==> config.mk <==
export PLATFORM = sky130hd
export DESIGN_NAME = ro_measure_scheduler
export DESIGN_NICKNAME = d
export VERILOG_FILES = /design/src/rtl/ro_measure_scheduler.sv
export SDC_FILE = /design/constraint.sdc
export NUM_CORES = 1
export LEC_CHECK = 0
export CORE_ASPECT_RATIO = 0.9
export CORE_UTILIZATION = 45
export DETAILED_ROUTE_END_ITERATION = 8
export GPL_ROUTABILITY_DRIVEN = 0
export PLACE_DENSITY = 0.73
export SKIP_CTS_REPAIR_TIMING = 1
export SYNTH_ARGS = -nofsm -noshare
export SYNTH_HDL_FRONTEND = slang
export SYNTH_SLANG_ARGS = --single-unit
==> constraint.sdc <==
create_clock -name clk_50MHz -period 3.9 [get_ports clk_50MHz]
set_input_delay 0.585 -clock clk_50MHz [delete_from_list [all_inputs] [get_ports clk_50MHz]]
set_output_delay 0.585 -clock clk_50MHz [all_outputs]
set_load 0.05 [all_outputs]
==> src/rtl/ro_measure_scheduler.sv <==
// Time-multiplexed ring-oscillator frequency measurement: one shared, saturating
// edge counter is scheduled between the internal and external rings over fixed gate windows.
module ro_measure_scheduler #(
    parameter int GATE_CYCLES   = 200,
    parameter int SETTLE_CYCLES = 16
) (
    input  logic       clk_50MHz,
    input  logic       rst,
    input  logic       enable,
    input  logic       RO_internal,
    input  logic       RO_external,
    input  logic [7:0] Fro_min,
    output logic       ring_on,
    output logic       sel,
    output logic [7:0] count_internal,
    output logic [7:0] count_external,
    output logic       valid,
    output logic       Fail
);

    localparam int TMAX = (GATE_CYCLES > SETTLE_CYCLES) ? GATE_CYCLES : SETTLE_CYCLES;
    localparam int TW   = $clog2(TMAX);
    localparam logic [TW-1:0] SETTLE_LAST = TW'(SETTLE_CYCLES - 1);
    localparam logic [TW-1:0] GATE_LAST   = TW'(GATE_CYCLES - 1);

    typedef enum logic [2:0] {
        IDLE,
        SETTLE_INT,
        GATE_INT,
        SETTLE_EXT,
        GATE_EXT,
        REPORT
    } state_t;

    state_t          state, state_next;
    logic [TW-1:0]   timer, timer_next;
    logic [7:0]      cnt, cnt_next, cnt_inc;
    logic [2:0]      int_sync, ext_sync;
    logic            edge_sel;
    logic            latch_int, latch_ext, report;

    // [1:0] is the synchronizer pair, [2] holds the previous value for edge detection.
    assign edge_sel = sel ? (ext_sync[1] & ~ext_sync[2]) : (int_sync[1] & ~int_sync[2]);
    assign cnt_inc  = (edge_sel && cnt != 8'hFF) ? cnt + 8'd1 : cnt;

    always_comb begin
        state_next = state;
        timer_next = timer;
        cnt_next   = cnt;
        latch_int  = 1'b0;
        latch_ext  = 1'b0;
        report     = 1'b0;
        ring_on    = 1'b1;
        sel        = 1'b0;
        valid      = 1'b0;
        unique case (state)
            IDLE: begin
                ring_on    = 1'b0;
                timer_next = '0;
                cnt_next   = '0;
                if (enable) state_next = SETTLE_INT;
            end
            SETTLE_INT: begin
                cnt_next = '0;
                if (timer == SETTLE_LAST) begin
                    timer_next = '0;
                    state_next = GATE_INT;
                end else begin
                    timer_next = timer + TW'(1);
                end
            end
            GATE_INT: begin
                cnt_next = cnt_inc;
                if (timer == GATE_LAST) begin
                    timer_next = '0;
                    latch_int  = 1'b1;
                    state_next = SETTLE_EXT;
                end else begin
                    timer_next = timer + TW'(1);
                end
            end
            SETTLE_EXT: begin
                sel      = 1'b1;
                cnt_next = '0;
                if (timer == SETTLE_LAST) begin
                    timer_next = '0;
                    state_next = GATE_EXT;
                end else begin
                    timer_next = timer + TW'(1);
                end
            end
            GATE_EXT: begin
                sel      = 1'b1;
                cnt_next = cnt_inc;
                if (timer == GATE_LAST) begin
                    timer_next = '0;
                    latch_ext  = 1'b1;
                    state_next = REPORT;
                end else begin
                    timer_next = timer + TW'(1);
                end
            end
            REPORT: begin
                report     = 1'b1;
                valid      = 1'b1;
                timer_next = '0;
                cnt_next   = '0;
                state_next = enable ? SETTLE_INT : IDLE;
            end
            default: state_next = IDLE;
        endcase
        // Dropping enable mid-round abandons it without touching the published results.
        if (!enable && state != IDLE && state != REPORT) begin
            state_next = IDLE;
            timer_next = '0;
            cnt_next   = '0;
            latch_int  = 1'b0;
            latch_ext  = 1'b0;
        end
    end

    always_ff @(posedge clk_50MHz or posedge rst) begin
        if (rst) begin
            state          <= IDLE;
            timer          <= '0;
            cnt            <= '0;
            int_sync       <= '0;
            ext_sync       <= '0;
            count_internal <= '0;
            count_external <= '0;
            Fail           <= 1'b0;
        end else begin
            state    <= state_next;
            timer    <= timer_next;
            cnt      <= cnt_next;
            int_sync <= {int_sync[1:0], RO_internal};
            ext_sync <= {ext_sync[1:0], RO_external};
            if (latch_int) count_internal <= cnt_inc;
            if (latch_ext) count_external <= cnt_inc;
            if (report)    Fail <= (count_internal < Fro_min) || (count_external < Fro_min);
        end
    end

endmodule

==> results.yml <==
die:
  io_pins: 33
  die_h_um: 70.2
  die_area_mm2: 0.00546
  coreArea_mm2: 0.00489
  fp-row-count: 24
  die_w_um: 77.8
  start_util_pct: 47.5
global_routing:
  grt_overflow: 0
  grt_pass1_wl_um: 7940
  grt_pass1_vias: 1678
  antenna_found_initial: 0
  grt_start_max_net_pins: 43
  grtUsageTotal_pct: 18.9
clock_network:
  clock_latency_ps: 300
  h-tree-depth: 2
  numCtsBuffers: 5
  cts.clk_slew.worst_paths_ps: 70
  root_buffer: "clkbuf_8"
  clockBufferDepth: 2
  clock-sinks: 42
  cts_tree: "built"
worst_setup_path:
  reg2reg_slack_ps: 1520
  worst-setup-path-type: "flip-flop to primary output"
  path_delay_family: "buffers and inverters"
  slowest_stage: "clkdlybuf4s50_1"
  worstPathArrival_ps: 2290
  critPathBufInv: 1
  slowest_delay_ps: 800
  r2r-start: "state[2]"
  cp.depth: 3
  worstReg2RegEnd: "count_internal[4]"
  worst_ep_required_time_ps: 3310
  worstSetupStartpointType: "flip-flop"
  crit_path_end: "sel"
  crit_path_start: "state[2]"
  reg2reg_depth: 6
  crit_path_max_fanout: 14
  worstPathCellList: "nor3b_1, or2_2, clkdlybuf4s50_1"
  end_kind: "primary output"
yosys:
  synth_top_family_by_area: "simple AND/OR/NAND/NOR gates"
  async_flop_share_pct: 100
  netlist-cell-type-count: 41
  synthesis.nets: 276
  synth_compound_area_share_pct: 15.5
  ys_seq_elements: 42
  synth.top_cell.area_share_pct: 45.2
  yosys.area.top_type: "dfrtp_1"
  muxShareOfSynthArea_pct: 2.53
  synth-edff-count: 0
  synth_warnings: 0
  yosysSeqAreaShare_pct: 45.2
  yosys.area_share.simple_pct: 21.0
  synth.avg_cell_area_um2: 9.42
  synth_top_flop_cell: "dfrtp_1"
  synth_area_mm2: 0.00233
  synth_xor_area_share_pct: 4.14
  synth.area.top_cells: "dfrtp_1 (45%), ha_1 (8.6%), nand2_1 (6.0%), o21ai_0 (4.5%), xor2_1 (2.3%)"
  synth_fa_ha_area_share_pct: 8.60
  syn-instance-count: 247
sta:
  post-route-period-util_pct: 73.7
  fin_crit_ps: 2870
  fin_ws_ps: 1030
  maxSlewHeadroom_pct: 63.5
  fin_setup_tns_ps: 0
  setup_viol: 0
  max_freq_mhz: 348
  tightestPinTransition_ps: 544
  rsz0062_at_grt: "false"
  drv_slew: 0
  clock_skew_ps: 8.70
  hold_viol: 0
layout:
  postLayoutCellArea_mm2: 0.00280
  antennaDiodeCount: 0
  final_nets: 310
  layout-drive-gt1-share_pct: 7.09
  nFillCells: 443
  areaGrowthSynthToFinish_pct: 20.4
placed_design:
  place_area_mm2: 0.00271
  place_hpwl_um: 3420
  port_buffers: 32
  pre_cts_slack_ps: 1350
power:
  ir_drop_mv: 0.196
  p_clk_share_pct: 37.1
  power.internal_mw: 0.605
  power_switching_mw: 0.177
  swShare_pct: 22.7
  leakage_nw: 1.27
  p_per_area_mw_per_mm2: 279
  pwr-share-comb_pct: 6.2
  power_frac_seq_pct: 56.7
flow_run:
  maxCapViolations: 0
run_status:
  status: "completed"
worst_hold_path:
  hold_depth: 0
  min_path_type: "flip-flop to flip-flop"
  hp-start: "ext_sync[0]"
detailed_routing:
  wl_per_cell_um: 13.1
  drt_iter0_drc: 143
  ant_nets: 0
  viasPerCell: 5.33
  num_vias: 1851
  wl_um: 4540
  drc: 0
  firstDrtPassIters: 4
[cells by family after synthesis]
kind of cell,Yosys count
AO/OA/AOI/OAI,60
XOR/XNOR,11
adder cells (fa/ha/maj),16
buffers and inverters,17
flip-flops,42
multiplexers,5
AND/OR/NAND/NOR,96
[sequential cells by signal, summed over array words and instances, names as in the netlist]
| signal | count |
|---|---|
| Fail | 1 |
| cnt | 8 |
| count_external | 8 |
| count_internal | 8 |
| ext_sync | 3 |
| int_sync | 3 |
| state | 3 |
| timer | 8 |
[cells in the mapped netlist (3+ instances only)]
cell type	n
dfrtp_1	42
nand2_1	37
o21ai_0	21
ha_1	16
inv_1	11
nor2_1	11
a21oi_1	10
nand3_1	10
o21ai_1	9
a21o_1	6
nor2b_1	6
nor3_1	6
xor2_1	6
and3_1	5
nand4_1	5
xnor2_1	5
a31oi_1	4
clkbuf_1	4
mux2_2	3
nor3b_1	3
[metrics by stage]
stage / util [%] / power (mW) / hold slack (ps) / std cells
after floorplan: - / 0.480 / 331 / 247
after global placement: 55.3 / 0.500 / 336 / 339
after detailed placement: 55.3 / 0.501 / 341 / 339
after CTS: 57.2 / 0.795 / 358 / 347
after global routing: 57.2 / 0.814 / 359 / 347
final: 57.2 / 0.782 / 352 / 347
[per-layer routing]
metal,vias to the layer above,part of all wire (%),global-route usage (%),wire length (µm)
li1,937,-,-,-
met1,858,51,27.4,2310
met2,47,43,26.7,1930
met3,9,4.4,3.53,198
met4,0,2.0,9.64,91
met5,-,0,0,0
[power by group through the flow]
stage                     Combinational [mW]  Sequential, mW  Clock [mW]
after global routing                  0.0557           0.444       0.315
after global placement                0.0484           0.451           0
after detailed placement              0.0496           0.452           0
after floorplan                       0.0299           0.450           0
after CTS                             0.0500           0.443       0.302
final                                 0.0484           0.443       0.290
[area by class of cell]
type | instances | area, µm² | share of cell area (%)
clock buffer | 6 | 82.6 | 2.95
multi-input combinational | 188 | 1200 | 43.0
timing repair buffer | 33 | 328 | 11.7
tap | 65 | 81.3 | 2.90
sequential | 42 | 1050 | 37.5
inverter | 11 | 41.3 | 1.47
clock inverter | 2 | 12.5 | 0.447
[cell usage in the layout (no fill, tap or decap), types with 2 or more instances in the layout]
master	netlist	layout
dfrtp_1	42	42
nand2_1	37	37
clkdlybuf4s50_1	0	32
o21ai_0	21	21
ha_1	16	16
nor2_1	11	11
inv_1	11	11
nand3_1	10	10
a21oi_1	10	10
o21ai_1	9	9
nor3_1	6	6
xor2_1	6	6
a21o_1	6	6
nor2b_1	6	6
clkbuf_8	0	6
and3_1	5	5
xnor2_1	5	5
nand4_1	5	5
a31oi_1	4	4
mux2_2	3	3
nor3b_1	3	3
and2_1	2	2
or3_1	2	2
nor2_4	2	2
a22o_1	2	2
o21a_1	2	2
nand2b_1	2	2
[worst min path at each step]
stage,to,slack [ps]
after floorplan,ext_sync[1],330
after global placement,ext_sync[1],340
after detailed placement,ext_sync[1],340
after CTS,ext_sync[1],360
after global routing,int_sync[1],360
final,ext_sync[1],350
[worst reg2reg max path, cell delays in order, from the launching register on]
cell     delay [ps]
dfrtp_1         570
and3b_4         270
or4b_4          510
a21oi_1         230
nand2_1         120
mux2_4          320
mux2_2          260
No activity file was read; power rests on OpenSTA's default activity.
